**config.mk**
```make
export PLATFORM = sky130hd
export DESIGN_NAME = sensor_sched
export DESIGN_NICKNAME = d
export VERILOG_FILES = /design/src/rtl/sensor_pkg.sv /design/src/rtl/sensor_sched_timer.sv /design/src/rtl/sensor_sched.sv
export SDC_FILE = /design/constraint.sdc
export NUM_CORES = 1
export LEC_CHECK = 0
export CAP_MARGIN = 20
export CORE_AREA = 2 2 88 90
export CTS_BUF_LIST = sky130_fd_sc_hd__clkbuf_4 sky130_fd_sc_hd__clkbuf_8 sky130_fd_sc_hd__clkbuf_16
export DETAILED_ROUTE_END_ITERATION = 8
export DIE_AREA = 0 0 90 92
export PLACE_DENSITY = 0.87
export SYNTH_ARGS = -nofsm -noshare
export SYNTH_HDL_FRONTEND = slang
export SYNTH_SLANG_ARGS = --single-unit
```
**constraint.sdc**
```tcl
create_clock -name clk -period 6.35 [get_ports clk]
set_clock_uncertainty 0.2 [all_clocks]
set_input_delay 1.27 -clock clk [delete_from_list [all_inputs] [get_ports clk]]
set_output_delay 1.27 -clock clk [all_outputs]
set_load 0.01 [all_outputs]
```
**src/rtl/sensor_pkg.sv**
```systemverilog
// Shared types and constants for the sensor capture path and its frame scheduler.
package sensor_pkg;

    typedef enum logic [2:0] {
        S_IDLE  = 3'd0,
        S_ARM   = 3'd1,
        S_DRAIN = 3'd2,
        S_CLEAR = 3'd3,
        S_WAIT  = 3'd4
    } sched_state_e;

    localparam int SENSOR_DEPTH  = 64;
    localparam int SENSOR_ADDR_W = 6;

    // Byte offsets of the scheduler registers inside the slave wrapper window.
    localparam logic [7:0] SCHED_CTRL_OFS   = 8'h40;
    localparam logic [7:0] SCHED_PERIOD_OFS = 8'h44;
    localparam logic [7:0] SCHED_STATUS_OFS = 8'h48;
    localparam logic [7:0] SCHED_FRAMES_OFS = 8'h4C;

endpackage

```
**src/rtl/sensor_sched_timer.sv**
```systemverilog
// Idle-period down-counter; expire flags the last cycle of a loaded period.
module sensor_sched_timer #(
    parameter int PERIOD_W = 16
) (
    input  logic                clk,
    input  logic                rst,
    input  logic                load,
    input  logic                en,
    input  logic [PERIOD_W-1:0] load_val,
    output logic                expire
);
    import sensor_pkg::*;

    logic [PERIOD_W-1:0] count_reg;

    always_ff @(posedge clk) begin
        if (rst) begin
            count_reg <= '0;
        end else if (load) begin
            count_reg <= load_val;
        end else if (en && (count_reg != '0)) begin
            count_reg <= count_reg - 1'b1;
        end
    end

    assign expire = (count_reg == PERIOD_W'(1));

endmodule

```
**src/rtl/sensor_sched.sv**
```systemverilog
// Frame scheduler: arms sensor capture, drains the buffer as a valid/ready stream, clears, repeats.
module sensor_sched
    import sensor_pkg::*;
#(
    parameter int DEPTH    = SENSOR_DEPTH,
    parameter int ADDR_W   = SENSOR_ADDR_W,
    parameter int DATA_W   = 32,
    parameter int PERIOD_W = 16
) (
    input  logic                clk,
    input  logic                rst,
    input  logic                cfg_start,
    input  logic                cfg_stop,
    input  logic                cfg_cont,
    input  logic [PERIOD_W-1:0] cfg_period,
    input  logic                int_ack,
    output logic                busy_o,
    output logic                done_int_o,
    output logic [15:0]         frames_o,
    output logic                sctrl_en_o,
    output logic                sctrl_clear_o,
    output logic [ADDR_W-1:0]   sctrl_addr_o,
    input  logic                sctrl_int_i,
    input  logic [DATA_W-1:0]   sctrl_out_i,
    output logic                out_valid_o,
    output logic [DATA_W-1:0]   out_data_o,
    output logic                out_last_o,
    input  logic                out_ready_i
);

    sched_state_e        state_reg, state_next;
    logic [ADDR_W-1:0]   idx_reg, idx_next;
    logic [15:0]         frames_reg, frames_next;
    logic                done_reg, done_next;
    logic                cont_reg, cont_next;
    logic [PERIOD_W-1:0] period_reg, period_next;
    logic                stop_pend_reg, stop_pend_next;
    logic                timer_load, timer_en, timer_expire;
    logic                draining, handshake;

    sensor_sched_timer #(.PERIOD_W(PERIOD_W)) u_timer (
        .clk      (clk),
        .rst      (rst),
        .load     (timer_load),
        .en       (timer_en),
        .load_val (period_reg),
        .expire   (timer_expire)
    );

    always_ff @(posedge clk) begin
        if (rst) begin
            state_reg     <= S_IDLE;
            idx_reg       <= '0;
            frames_reg    <= '0;
            done_reg      <= 1'b0;
            cont_reg      <= 1'b0;
            period_reg    <= '0;
            stop_pend_reg <= 1'b0;
        end else begin
            state_reg     <= state_next;
            idx_reg       <= idx_next;
            frames_reg    <= frames_next;
            done_reg      <= done_next;
            cont_reg      <= cont_next;
            period_reg    <= period_next;
            stop_pend_reg <= stop_pend_next;
        end
    end

    assign draining  = (state_reg == S_DRAIN);
    assign handshake = draining & out_ready_i;

    always_comb begin
        state_next     = state_reg;
        idx_next       = idx_reg;
        frames_next    = frames_reg;
        cont_next      = cont_reg;
        period_next    = period_reg;
        stop_pend_next = stop_pend_reg;
        done_next      = int_ack ? 1'b0 : done_reg;
        timer_load     = 1'b0;
        timer_en       = 1'b0;
        unique case (state_reg)
            S_IDLE: begin
                if (cfg_start) begin
                    cont_next      = cfg_cont;
                    period_next    = cfg_period;
                    stop_pend_next = 1'b0;
                    state_next     = S_ARM;
                end
            end
            S_ARM: begin
                // An interrupt arriving with a stop still drains the captured frame.
                if (sctrl_int_i) begin
                    idx_next   = '0;
                    state_next = S_DRAIN;
                    if (cfg_stop) stop_pend_next = 1'b1;
                end else if (cfg_stop) begin
                    stop_pend_next = 1'b1;
                    state_next     = S_CLEAR;
                end
            end
            S_DRAIN: begin
                if (cfg_stop) stop_pend_next = 1'b1;
                if (handshake) begin
                    idx_next = idx_reg + 1'b1;
                    if (idx_reg == ADDR_W'(DEPTH - 1)) begin
                        frames_next = frames_reg + 1'b1;
                        state_next  = S_CLEAR;
                    end
                end
            end
            S_CLEAR: begin
                // A stop landing on the clear cycle itself is honoured rather than lost.
                if (cont_reg && !stop_pend_reg && !cfg_stop) begin
                    timer_load = 1'b1;
                    state_next = (period_reg != '0) ? S_WAIT : S_ARM;
                end else begin
                    done_next  = 1'b1;
                    state_next = S_IDLE;
                end
            end
            S_WAIT: begin
                timer_en = 1'b1;
                if (cfg_stop) begin
                    done_next  = 1'b1;
                    state_next = S_IDLE;
                end else if (timer_expire) begin
                    state_next = S_ARM;
                end
            end
            default: state_next = S_IDLE;
        endcase
    end

    assign busy_o        = (state_reg != S_IDLE);
    assign done_int_o    = done_reg;
    assign frames_o      = frames_reg;
    assign sctrl_en_o    = (state_reg == S_ARM);
    assign sctrl_clear_o = (state_reg == S_CLEAR);
    assign sctrl_addr_o  = draining ? idx_reg : '0;
    assign out_valid_o   = draining;
    assign out_last_o    = draining && (idx_reg == ADDR_W'(DEPTH - 1));
    assign out_data_o    = draining ? sctrl_out_i : '0;

endmodule

```
==> results by group <==
Routing
  – Vias: 3,327
  – DRC Markers: 0
  – Vias per cell: ~5.4
  – DR iter-0 viols: between 200 and 300
  – WL final: just under 9000 um
  – Remaining antenna violation count after routing: 0
  – Drt pass-1 iters: 4
  – Wire per inst: 14.4 um

Floorplan
  – Die area: 8280 sq um
  – Core ar.: ~7400 sq um
  – IO Pins: 116
  – Die height: approximately 92 um
  – Die extent in x: approximately 90 um
  – Initial core utilization: between 40% and 50%
  – Num rows: 32

Clock network
  – CTS tree: built
  – Num CTS Buffers: 9
  – Cts hold-fix bufs: 0
  – Bufs on Longest Clock Path: 2
  – Clk pin slew, worst setup/hold paths: 0.06 ns
  – # resized after CTS: 0
  – Setup bufs post-CTS: 0
  – CTS sink cnt: 60
  – H-tree levels: 3
  – Clock latency at the later pin of the worst-skew pair: 0.35 ns
  – Clock root buffer: clkbuf_8

Synth
  – Async set-reset flop share out of synthesis: 0%
  – EDFF count, synth: 0
  – Synth unique cells: 52
  – Post-Syn Area: 3210 sq um
  – Post-synthesis average cell area: 7.91 sq um
  – Syn Nets: 467
  – Main synth FF type: dfxtp_1
  – YS warnings: 0
  – Seq/Total Area, Yosys: 37.4%
  – Mapped Cells: 406
  – Register bit total from synthesis: 60

Critical path
  – Crit-path max FO: 42
  – Setup CP Type: reg -> out
  – Slowest-stage cell, CP: inv_1
  – CP Data Required Time: 4.88 ns
  – Worst Path Arrival: roughly 2.6 ns
  – CP startpoint kind: flip-flop
  – Worst Path Buf+Inv: 3
  – Largest delay share family, worst path: buffers and inverters
  – Crit path cell chain: inv_1 > nand3b_1 > inv_1 > and2_1 > clkdlybuf4s50_1
  – Crit path capture type: output port
  – CP max stage delay: 0.68 ns
  – Crit path top cell by count: inv_1

Layout
  – Filler Cells Inserted: 641
  – # nets final: 573
  – Layout cells sized above 1: 5.23%
  – Non-filler instance count after layout: between 600 and 700
  – # diodes: 0
  – Most common cell after layout, fill and taps aside: clkdlybuf4s50_1
  – Most frequent cells in the layout: clkdlybuf4s50_1 (114), dfxtp_1 (60), nand2_1 (53), nor2_1 (42), and2_1 (40)
  – P&R area growth vs syn: 42.8%

Global routing
  – Met3 usage: 5.83%
  – All-Layer GR Usage: 21.6%
  – Vias in the first global route: 3,175
  – Layer with the highest usage: met2
  – Initial antenna violation count: 0
  – Total gr overflow: 0
  – Global-route wire length before repair: 14,700 um
  – Largest net degree at the start of global routing: 63
  – M2 GR Usage: 36.5%
  – Met1 usage: 25.2%

STA
  – WHS: ~0.25 ns
  – Slew HR: roughly 29%
  – Final Hold Vio Count: 0
  – RSZ-0062 raised after global routing: no
  – Setup TNS: 0 ns
  – Final min period: 4.05 ns
  – Worst slew pin tran: 1.07 ns
  – Maximum clock rate: 247 MHz
  – Pins Over Slew Limit: 0
  – Final setup vio count: 0
  – Final Cycle Share: 63.8%

Power
  – Tot Pwr: 0.000881 W
  – Pwr Density: ~190 nW/um^2
  – Worst VDD drop: around 0.15 mV
  – Leakage: 1.67 nW

Placed design
  – Post-DP HPWL: 6420 um
  – GP Congestion: 0.922
  – Port bufs: about 120
  – Dpl cells: 603

Run status
  – Outcome: finished clean

Run
  – Max Cap Violations: 0

Hold path
  – Worst Hold Class: reg -> reg
## synth_stat cells, drive strengths merged, types with 3 or more instances
cell	number	area [sq um]
a211oi	3	22.5
a21oi	37	185
a31oi	6	37.5
and2	40	250
and3	5	31.3
and4	3	27.5
buf	3	15.0
clkbuf	17	73.8
dfxtp	60	1200
ha	5	62.6
inv	12	45.0
nand2	54	205
nand3	12	60.1
nand3b	4	30.0
nand4	8	50.1
nor2	42	158
nor3	9	50.1
nor3b	3	22.5
nor4	12	126
o21a	3	22.5
o21ai	14	73.8
o311ai	3	26.3
or3	9	56.3
xnor2	9	78.8
xor2	7	61.3
## worst register-to-register path, cell delays in order (launching register included)
cell,delay (ns)
dfxtp_1,0.58
inv_1,0.14
nand3b_1,0.19
inv_1,0.40
and2_1,0.39
a21oi_1,0.37
o21ai_0,0.16
a21oi_1,0.15
## path summary, 6_finish.rpt
check               startpoint             end  slack (ns)  cells after the start
hold reg to reg       cont_reg        cont_reg        0.25                      2
setup reg to reg  state_reg[2]      idx_reg[4]        3.70                      7
hold / removal        cont_reg        cont_reg        0.25                      2
setup / recovery  state_reg[2]  out_data_o[21]        2.30                      5
## routing by layer
| layer | vias up | share of wire [%] |
|---|---|---|
| li1 | 1642 | - |
| met1 | 1516 | 42 |
| met2 | 157 | 48 |
| met3 | 12 | 8.5 |
| met4 | 0 | 1.4 |
| met5 | - | 0 |
## cells by family (layout without fill, tap and decap cells)
logic type	Yosys count	after routing	share of synthesized area [%]
and+or+nand+nor	209	209	35.9
buffers and inverters	32	142	4.17
AOI/OAI and AO/OA	83	83	15.9
DFF	60	60	37.4
muxes	1	1	0.312
xor gates and xnor gates	16	16	4.36
adders and majority gates	5	5	1.95
## through the flow
step	area, sq um	setup WS (ns)	util [%]
CTS	4590	2.28	61.6
floorplan	3210	3.46	-
finish	4590	2.30	61.6
global route	4590	2.07	61.6
global placement	4400	2.47	59.0
detailed placement	4400	2.46	59.0
## area by class of cell
type	instances	area [sq um]	share of cell area, %
inverter	12	45.0	0.982
sequential	60	1200	26.2
tap	102	128	2.78
multi-input combinational	314	1880	40.9
clock buffer	10	138	3.00
clock inverter	5	52.6	1.15
timing repair buffer	115	1150	25.0
## where the power goes
part	internal [W]	total (W)	switching, W
registers	0.000389	0.000401	0.0000128
clock network	0.000187	0.000337	0.000149
logic	0.0000785	0.000143	0.0000642
total	0.000654	0.000881	0.000226
(Power assumes the default switching activity.)
